==> config.mk <==
export PLATFORM = sky130hd
export DESIGN_NAME = uart_tx
export DESIGN_NICKNAME = d
export VERILOG_FILES = /design/src/rtl/uart_pkg.sv /design/src/rtl/sync_fifo_fwft_with_clear.sv /design/src/rtl/uart_tx.sv
export SDC_FILE = /design/constraint.sdc
export NUM_CORES = 1
export LEC_CHECK = 0
export ABC_AREA = 0
export BUFFER_PORTS_ARGS = -buffer_cell sky130_fd_sc_hd__buf_2
export CAP_MARGIN = 10
export CORE_UTILIZATION = 40
export CTS_BUF_LIST = sky130_fd_sc_hd__clkbuf_4 sky130_fd_sc_hd__clkbuf_8 sky130_fd_sc_hd__clkbuf_16
export CTS_CLUSTER_SIZE = 14
export DETAILED_ROUTE_END_ITERATION = 8
export GPL_TIMING_DRIVEN = 0
export SKIP_CTS_REPAIR_TIMING = 1
export SLEW_MARGIN = 25
export SYNTH_ARGS = -nofsm -noshare
export SYNTH_HDL_FRONTEND = slang
export SYNTH_SLANG_ARGS = --single-unit
==> constraint.sdc <==
create_clock -name clk -period 2.1 [get_ports clk]
set_input_delay 0.63 -clock clk [delete_from_list [all_inputs] [get_ports clk]]
set_output_delay 0.63 -clock clk [all_outputs]
set_load 0.005 [all_outputs]
==> src/rtl/uart_pkg.sv <==
// Shared UART types and encodings for the uart_tx / uart_rx pair.
package uart_pkg;

    typedef enum logic [2:0] {
        ST_IDLE,
        ST_START,
        ST_DATA,
        ST_PARITY,
        ST_STOP0,
        ST_STOP1
    } tx_state_t;

    localparam int unsigned DATA_BITS_BASE = 5;

    localparam logic PARITY_NONE = 1'b0;
    localparam logic PARITY_EVEN = 1'b1;

    localparam logic STOP_ONE = 1'b0;
    localparam logic STOP_TWO = 1'b1;

    // Index of the last data bit (N-1) for a data_bits code.
    function automatic logic [2:0] last_bit_idx(input logic [1:0] data_bits);
        return 3'(DATA_BITS_BASE - 1) + {1'b0, data_bits};
    endfunction

    // Left-align the active width so bit[N-1] sits in bit 7.
    function automatic logic [7:0] align_msb(
        input logic [7:0] d,
        input logic [1:0] data_bits
    );
        return d << (2'd3 - data_bits);
    endfunction

endpackage

==> src/rtl/sync_fifo_fwft_with_clear.sv <==
// Synchronous first-word-fall-through FIFO with a synchronous flush.
module sync_fifo_fwft_with_clear #(
    parameter int DATA_WIDTH            = 8,
    parameter int DEPTH                 = 16,
    parameter int EXTRA_OUTPUT_REGISTER = 0
) (
    input  logic                  clk,
    input  logic                  rst_n,
    input  logic                  i_clear,
    input  logic                  i_wr_en,
    input  logic [DATA_WIDTH-1:0] i_wr_data,
    input  logic                  i_rd_en,
    output logic [DATA_WIDTH-1:0] o_rd_data,
    output logic                  o_full,
    output logic                  o_empty
);

    localparam int AW = $clog2(DEPTH);

    logic [DATA_WIDTH-1:0] r_mem [DEPTH];
    logic [AW:0]           r_wr_ptr;
    logic [AW:0]           r_rd_ptr;
    logic [AW:0]           w_rd_nxt;
    logic                  w_full;
    logic                  w_empty;
    logic                  w_push;
    logic                  w_pop;

    assign w_empty = (r_wr_ptr == r_rd_ptr);
    assign w_full  = (r_wr_ptr[AW] != r_rd_ptr[AW]) &&
                     (r_wr_ptr[AW-1:0] == r_rd_ptr[AW-1:0]);

    // A push into a full FIFO is accepted when the head leaves this cycle.
    assign w_push = i_wr_en && (!w_full || i_rd_en) && !i_clear;
    assign w_pop  = i_rd_en && !w_empty && !i_clear;

    assign w_rd_nxt = r_rd_ptr + {{AW{1'b0}}, w_pop};

    always_ff @(posedge clk) begin
        if (w_push) begin
            r_mem[r_wr_ptr[AW-1:0]] <= i_wr_data;
        end
    end

    always_ff @(posedge clk) begin
        if (!rst_n || i_clear) begin
            r_wr_ptr <= '0;
            r_rd_ptr <= '0;
        end else begin
            if (w_push) begin
                r_wr_ptr <= r_wr_ptr + 1'b1;
            end
            r_rd_ptr <= w_rd_nxt;
        end
    end

    generate
        if (EXTRA_OUTPUT_REGISTER == 0) begin : g_comb_out
            assign o_rd_data = r_mem[r_rd_ptr[AW-1:0]];
        end else begin : g_reg_out
            logic [DATA_WIDTH-1:0] r_head;
            logic [DATA_WIDTH-1:0] w_head_nxt;

            // Prefetch the next head, bypassing a write into that slot.
            assign w_head_nxt =
                (w_push && (r_wr_ptr[AW-1:0] == w_rd_nxt[AW-1:0])) ?
                i_wr_data : r_mem[w_rd_nxt[AW-1:0]];

            always_ff @(posedge clk) begin
                if (!rst_n) begin
                    r_head <= '0;
                end else begin
                    r_head <= w_head_nxt;
                end
            end

            assign o_rd_data = r_head;
        end
    endgenerate

    assign o_full  = w_full;
    assign o_empty = w_empty;

endmodule

==> src/rtl/uart_tx.sv <==
// UART transmitter: TX FIFO plus frame serialiser driven by baud strobes.
// Optional UART_TX_CTS_EN gates frame start on synchronised i_cts_n.
module uart_tx
    import uart_pkg::*;
#(
    parameter int FIFO_DEPTH = 16
) (
    input  logic       clk,
    input  logic       rst_n,
    input  logic       i_parity,
    input  logic [1:0] i_data_bits,
    input  logic       i_stop_bits,
    input  logic       i_fifo_clear,
    input  logic       i_fifo_wr_en,
    input  logic [7:0] i_fifo_wr_data,
    output logic       o_fifo_full,
    output logic       o_fifo_empty,
    input  logic       i_tx_strb,
    output logic       o_tx_strb_en,
    input  logic       i_cts_n,
    output logic       o_uart_tx,
    output logic       o_busy,
    output logic       o_overflow_error
);

    logic       w_fifo_rd_en;
    logic [7:0] w_fifo_rd_data;
    logic       w_fifo_full;
    logic       w_fifo_empty;
    logic       w_cts_ok;

    tx_state_t  r_state;
    logic [7:0] r_shift;
    logic [2:0] r_bit_cnt;
    logic [2:0] r_last_bit;
    logic       r_par;
    logic       r_par_en;
    logic       r_stop2;
    logic       r_tx;
    logic       r_strb_en;
    logic       r_busy;
    logic       r_ovf;

    sync_fifo_fwft_with_clear #(
        .DATA_WIDTH            (8),
        .DEPTH                 (FIFO_DEPTH),
        .EXTRA_OUTPUT_REGISTER (0)
    ) u_fifo (
        .clk       (clk),
        .rst_n     (rst_n),
        .i_clear   (i_fifo_clear),
        .i_wr_en   (i_fifo_wr_en),
        .i_wr_data (i_fifo_wr_data),
        .i_rd_en   (w_fifo_rd_en),
        .o_rd_data (w_fifo_rd_data),
        .o_full    (w_fifo_full),
        .o_empty   (w_fifo_empty)
    );

`ifdef UART_TX_CTS_EN
    (* ASYNC_REG = "TRUE" *) logic r_cts_meta;
    (* ASYNC_REG = "TRUE" *) logic r_cts_sync;

    always_ff @(posedge clk) begin
        if (!rst_n) begin
            r_cts_meta <= 1'b1;
            r_cts_sync <= 1'b1;
        end else begin
            r_cts_meta <= i_cts_n;
            r_cts_sync <= r_cts_meta;
        end
    end

    assign w_cts_ok = ~r_cts_sync;
`else
    logic w_unused_cts;
    assign w_unused_cts = i_cts_n;
    assign w_cts_ok     = 1'b1;
`endif

    assign w_fifo_rd_en = (r_state == ST_IDLE) && !w_fifo_empty && w_cts_ok;

    always_ff @(posedge clk) begin
        if (!rst_n) begin
            r_state    <= ST_IDLE;
            r_shift    <= '0;
            r_bit_cnt  <= '0;
            r_last_bit <= '0;
            r_par      <= 1'b0;
            r_par_en   <= PARITY_NONE;
            r_stop2    <= STOP_ONE;
            r_tx       <= 1'b1;
            r_strb_en  <= 1'b0;
            r_busy     <= 1'b0;
        end else begin
            unique case (r_state)
                ST_IDLE: begin
                    if (w_fifo_rd_en) begin
                        r_shift    <= align_msb(w_fifo_rd_data, i_data_bits);
                        r_last_bit <= last_bit_idx(i_data_bits);
                        r_par_en   <= i_parity;
                        r_stop2    <= i_stop_bits;
                        r_bit_cnt  <= '0;
                        r_par      <= 1'b0;
                        r_tx       <= 1'b0;
                        r_strb_en  <= 1'b1;
                        r_busy     <= 1'b1;
                        r_state    <= ST_START;
                    end
                end
                ST_START: begin
                    if (i_tx_strb) begin
                        r_tx    <= r_shift[7];
                        r_par   <= r_par ^ r_shift[7];
                        r_shift <= {r_shift[6:0], 1'b0};
                        r_state <= ST_DATA;
                    end
                end
                ST_DATA: begin
                    if (i_tx_strb) begin
                        if (r_bit_cnt == r_last_bit) begin
                            if (r_par_en == PARITY_EVEN) begin
                                r_tx    <= r_par;
                                r_state <= ST_PARITY;
                            end else begin
                                r_tx    <= 1'b1;
                                r_state <= ST_STOP0;
                            end
                        end else begin
                            r_tx      <= r_shift[7];
                            r_par     <= r_par ^ r_shift[7];
                            r_shift   <= {r_shift[6:0], 1'b0};
                            r_bit_cnt <= r_bit_cnt + 3'd1;
                        end
                    end
                end
                ST_PARITY: begin
                    if (i_tx_strb) begin
                        r_tx    <= 1'b1;
                        r_state <= ST_STOP0;
                    end
                end
                ST_STOP0: begin
                    if (i_tx_strb) begin
                        if (r_stop2 == STOP_TWO) begin
                            r_state <= ST_STOP1;
                        end else begin
                            r_tx      <= 1'b1;
                            r_strb_en <= 1'b0;
                            r_busy    <= 1'b0;
                            r_state   <= ST_IDLE;
                        end
                    end
                end
                ST_STOP1: begin
                    if (i_tx_strb) begin
                        r_tx      <= 1'b1;
                        r_strb_en <= 1'b0;
                        r_busy    <= 1'b0;
                        r_state   <= ST_IDLE;
                    end
                end
                default: begin
                    r_tx      <= 1'b1;
                    r_strb_en <= 1'b0;
                    r_busy    <= 1'b0;
                    r_state   <= ST_IDLE;
                end
            endcase
        end
    end

    // A write into a full FIFO is dropped unless the head pops that cycle.
    always_ff @(posedge clk) begin
        if (!rst_n) begin
            r_ovf <= 1'b0;
        end else begin
            r_ovf <= i_fifo_wr_en && w_fifo_full && !w_fifo_rd_en;
        end
    end

    assign o_uart_tx        = r_tx;
    assign o_tx_strb_en     = r_strb_en;
    assign o_busy           = r_busy;
    assign o_overflow_error = r_ovf;
    assign o_fifo_full      = w_fifo_full;
    assign o_fifo_empty     = w_fifo_empty;

endmodule

---- Word level (Yosys, flattened, before mapping) ----
Memory sizes are Yosys's and may differ from the RTL's. A register that Yosys moved wholly into a read port is not among the register bits.
Index checks and enable logic that the tools add are counted.
word-level totals
  bits in registers ....................... 33
  memory bits (writable) .................. 128
  input bits .............................. 18
  output and inout port bits .............. 6
  word-level logic and storage cells ...... 106
  memories ................................ 1
cells by class
  $add $sub $neg .......................... 5
  eq/ne operators ......................... 19
  shift-type cells ........................ 1
  muxes and demuxes ....................... 40
  bitwise operators ....................... 2
  reductions and logical operators ........ 26
memories
  memory        depth  bits a word  rd ports  clocked after Yosys merged registers in  wr ports  RTL line                         source
  u_fifo.r_mem  16     8            1         1                                        1         sync_fifo_fwft_with_clear.sv:20  logic [DATA_WIDTH-1:0] r_mem [DEPTH];
operators by type and width
  kind                                                              number
  3-bit two-way mux                                                 12
  8-bit two-way mux                                                 4
  8-bit one-hot mux with 3 select lines                             1
  3-bit one-hot mux with 6 select lines                             1
  1-bit two-way mux                                                 17
  2-bit != test (second input constant)                             8
  5-bit AND reduction                                               2
  1-bit logical AND                                                 8
  8-bit by 2-bit << shifter with 8-bit output                       1
  7-bit AND reduction                                               1
  3-bit by 2-bit == test with 1-bit output (second input constant)  2
  3-bit == test (second input constant)                             2
  3-bit one-hot mux with 2 select lines                             1
  6-bit AND reduction                                               1
  5-bit by 1-bit adder with 5-bit output                            1
  5-bit by 1-bit adder with 5-bit output (second input constant)    1
  5-bit == test                                                     1
  1-bit zero test                                                   5
  1-bit one-hot mux with 5 select lines                             1
  4-bit == test                                                     1
  4-bit two-way mux                                                 1
  2-bit by 1-bit != test with 1-bit output (second input constant)  2
  1-bit one-hot mux with 4 select lines                             1
  4-bit AND reduction                                               1
  16 further kinds                                                  17

---- Depth between registers and ports, before layout ----
  word-level depth ........................ 8
  depth in mapped cells ................... 11
  depth with buffers taken out ............ 9

---- Modules after synthesis ----
Synthesis repeated with hierarchy kept, for this count alone.
unflattened totals
  cell total of the unflattened synthesis .. 456
  area, all modules ....................... 7041.8 um^2
by module, submodules not included
  module                     instances  cells an instance  area each (um^2)
  sync_fifo_fwft_with_clear  1          289                5586.6
  uart_tx                    1          167                1455.1

---- Worst setup path after synthesis ----
Ideal clock, no wire load.
  path kind ............................... register to register
  from .................................... reg r_state[2]
  to ...................................... mem u_fifo.r_mem[0][0], enable pin
  library setup time ...................... 0.383 ns
  arrival ................................. 1.801 ns
  required time ........................... 1.717 ns
  setup slack ............................. -0.085 ns
  cell stages (with the launch flop) ...... 6
  path buffers ............................ 1
  path through ............................ dfxtp_1 -> clkbuf_1 -> nor3_1 -> o31a_1 -> nand2_1 -> nor3_1
on the way
  word-level cells in the longest chain between the ends .. 7
ends and longest elaborated chain
  item                                     RTL line                         source
  start, declared                          uart_tx.sv:32                    tx_state_t r_state;
  start signal, assigned                   uart_tx.sv:85                    r_state <= ST_IDLE;
  start signal, assigned                   uart_tx.sv:108                   r_state <= ST_START;
  start signal, assigned                   uart_tx.sv:116                   r_state <= ST_DATA;
  3-bit zero test                          uart_tx.sv:81                    assign w_fifo_rd_en = (r_state == ST_IDLE) && !w_fifo_empty && w_cts_ok;
  1-bit logical AND                        uart_tx.sv:81
  1-bit logical OR                         sync_fifo_fwft_with_clear.sv:34  assign w_push = i_wr_en && (!w_full || i_rd_en) && !i_clear;
  1-bit logical AND (2 in a row)           sync_fifo_fwft_with_clear.sv:34
  1-bit two-way mux                        sync_fifo_fwft_with_clear.sv:40  if (w_push) begin
  1-bit two-way mux (implied by the code)  sync_fifo_fwft_with_clear.sv:41  r_mem[r_wr_ptr[AW-1:0]] <= i_wr_data;
  end, declared                            sync_fifo_fwft_with_clear.sv:20
No other way between the ends.

---- Worst setup path in the final report ----
  from .................................... reg u_fifo.r_rd_ptr[1]
  to ...................................... out o_fifo_empty
on the way
  word-level cells in the longest chain between the ends .. 1
ends and longest elaborated chain
  item                    RTL line                         source
  start, declared         sync_fifo_fwft_with_clear.sv:22  logic [AW:0] r_rd_ptr;
  start signal, assigned  sync_fifo_fwft_with_clear.sv:53  r_rd_ptr <= w_rd_nxt;
  5-bit == test           sync_fifo_fwft_with_clear.sv:29  assign w_empty = (r_wr_ptr == r_rd_ptr);
  end, declared           uart_tx.sv:17                    output logic o_fifo_empty,
No other way between the ends.

==> qor.yml <==
critPathMaxFanout: 5
avgSynthCellArea_um2: 14.54
synth_edf_count: 128
hold_path_class: "in2reg"
power.leakage_uw: 0.003021
final_util_pct: 53.37
cts_root_buf: "clkbuf_16"
postRouteAntennaNets: 0
antenna_found_initial: 0
route.detailed.drc: 0
dp_hpwl_um: 10010
async_flop_share_pct: 0
grt_pass1_wl_um: 23110
synth_top_area_share_pct: 54.86
firstDrtPassIters: 5
rsz0062_at_grt: "yes"
fin_crit_ns: 2.267
end_kind: "output port"
grt_overflow: 0
finalInstanceArea_um2: 9166
routed_wl_um: 16490
reg2reg_setup_slack_ns: -0.14
drive_gt1_share_pct: 37.44
cts_tree: "done"
min_period_over_period_pct: 107.9
tns_ns: -1.103
r2r_start: "u_fifo.r_rd_ptr[1]"
placed_cell_area_um2: 7451
cp-endpoint: "o_fifo_empty"
relSlewSlack_pct: 59.67
dominantRegCellSynth: "edfxtp_1"
r2r_cells: 7
start_util_pct: 40.79
viasPerCell: 5.423
r2r-end: "r_shift[2]"
place.port_buffers: 22
violations: "negative setup slack"
drv_cap: 0
synth_cell_type_count: 59
hold_viol: 0
insertion_delay_ns: 0.43
dp_slack_ns: -0.6897
grt_use_total_pct: 17.65
required_ns: 1.47
synth.yosys.seq_area_share_pct: 64.29
cts_buffer_depth: 2
crit_start: "u_fifo.r_rd_ptr[1]"
syn_inst: 482
fillers: 1385
whs_ns: 0.4521
status: "finished, violations left"
grt_pass1_vias: 4001
num_antenna_cells: 0
place.gp.congestion: 0.8404
yosysTopAreaCell: "edfxtp_1"
p_per_area_nw_per_um2: 813.4
tightest_slew_ns: 0.6043
fin_ws_ns: -0.1667
cts_sinks: 161
clkSlewWorstSetupHoldPaths_ns: 0.07
drt_iter0_markers: 322
vias: 4436
syn-num-nets: 507
nets: 607
synthTopCellsByArea: "edfxtp_1 55%, dfxtp_1 9.4%, mux4_2 6.7%"
area_growth_pct: 30.82
die_h_um: 134.4
wl_per_cell_um: 20.16
regArea_um2: 4518
start_kind: "flip-flop"
die_area_um2: 18050
core-area_um2: 17180
die_w_um: 134.4
io_pins: 24
finalSetupViolations: 22
arrival_ns: 1.64
row_count: 48
timing.fmax_mhz: 441.2
synth_area_um2: 7007
peakVddDrop_mv: 0.5818
htreeDepth: 4
slew_viol_final: 0
fin_worst_skew_ns: 0.01184
ys_ff_latch: 161
cts_buffers: 17
crit_type: "reg2out"
synth_warnings: 0
multi_input_area_um2: 2729
min_from: "i_parity"
grt_start_max_net_pins: 17
==> registers in the layout, indices dropped and copies added, names as in the netlist <==
register          count
o_uart_tx             1
r_par_en              1
o_busy                1
r_stop2               1
u_fifo.r_wr_ptr       5
r_shift               8
o_overflow_error      1
r_last_bit            3
r_bit_cnt             3
u_fifo.r_mem        128
r_par                 1
u_fifo.r_rd_ptr       5
r_state               3
==> placed cells by master, fill, tap and decap left out, types with 4 or more instances in the layout <==
cell / count
edfxtp_1: 128
buf_4: 45
nor2_1: 33
mux2i_1: 29
buf_2: 24
dfxtp_1: 24
nand2_1: 21
mux4_2: 21
clkbuf_16: 18
a21oi_1: 17
inv_1: 14
buf_12: 14
buf_6: 12
nor2_4: 11
o21ai_0: 9
nand2b_1: 8
dfxtp_2: 8
clkbuf_1: 7
xnor2_1: 6
xor2_1: 6
nor2b_1: 5
ha_1: 5
xnor2_2: 4
nor3_4: 4
o21ai_1: 4
mux2_4: 4
mux2i_4: 4
mux4_1: 4
a31oi_1: 4
==> cell usage after synthesis, drive strengths merged (8+ instances only) <==
cell	instances
o21ai	14
mux2i	34
inv	15
dfxtp	33
nor3	8
xnor2	13
mux4	25
nand2b	8
nand2	25
nor2	47
edfxtp	128
buf	17
a21oi	18
clkbuf	11
==> worst max-delay path, cell delays in order (launching register included) <==
cell	delay, ns
dfxtp_4	0.35
buf_12	0.14
xnor2_4	0.14
nand4_1	0.26
nor2_1	0.19
buf_2	0.13
==> worst min path at each step <==
stage                     to  cells after the start
2_1_floorplan  r_last_bit[0]                      2
3_3_place_gp   r_last_bit[0]                      2
3_5_place_dp   r_last_bit[0]                      2
4_1_cts              r_stop2                      3
5_1_grt              r_stop2                      3
6_report            r_par_en                      3
==> kinds of logic after synthesis <==
| group | Yosys count | share of synthesized area, % |
|---|---|---|
| AOI/OAI and AO/OA | 67 | 6.822 |
| xor gates and xnor gates | 20 | 2.500 |
| adders and majority gates | 7 | 1.250 |
| buffers and inverters | 43 | 2.946 |
| DFF | 161 | 64.29 |
| muxes | 65 | 14.12 |
| and+or+nand+nor | 119 | 8.072 |
==> area by class of cell <==
type	count	area share [%]
plain buffers	25	2.703
clock buffers	18	4.723
well taps	225	3.071
repair buffers	84	8.094
multi-input cells	278	29.77
clock inverters	12	1.734
flip-flops and latches	161	49.29
inverters	15	0.6143
==> power by group <==
part / internal [uW] / total [uW] / switching [uW] / leakage, uW
Combinational: 351 / 748 / 397 / 0.00131
Sequential: 3510 / 3570 / 56.5 / 0.00143
Clock: 1880 / 3140 / 1260 / 0.000286
==> metal layers <==
metal	vias to the layer above	wire length, um	track usage, %
met5	-	0	0
met4	0	269	5.993
met3	24	748	3.855
met2	117	8401	28.67
met1	2252	7072	23.45
li1	2043	-	-
==> through the flow <==
step	power, uW	cells
6_report	7456	818
4_1_cts	7308	762
3_5_place_dp	4199	732
2_1_floorplan	4026	482
5_1_grt	7691	818
3_3_place_gp	4185	729
No activity file was read; power rests on OpenSTA's default activity.
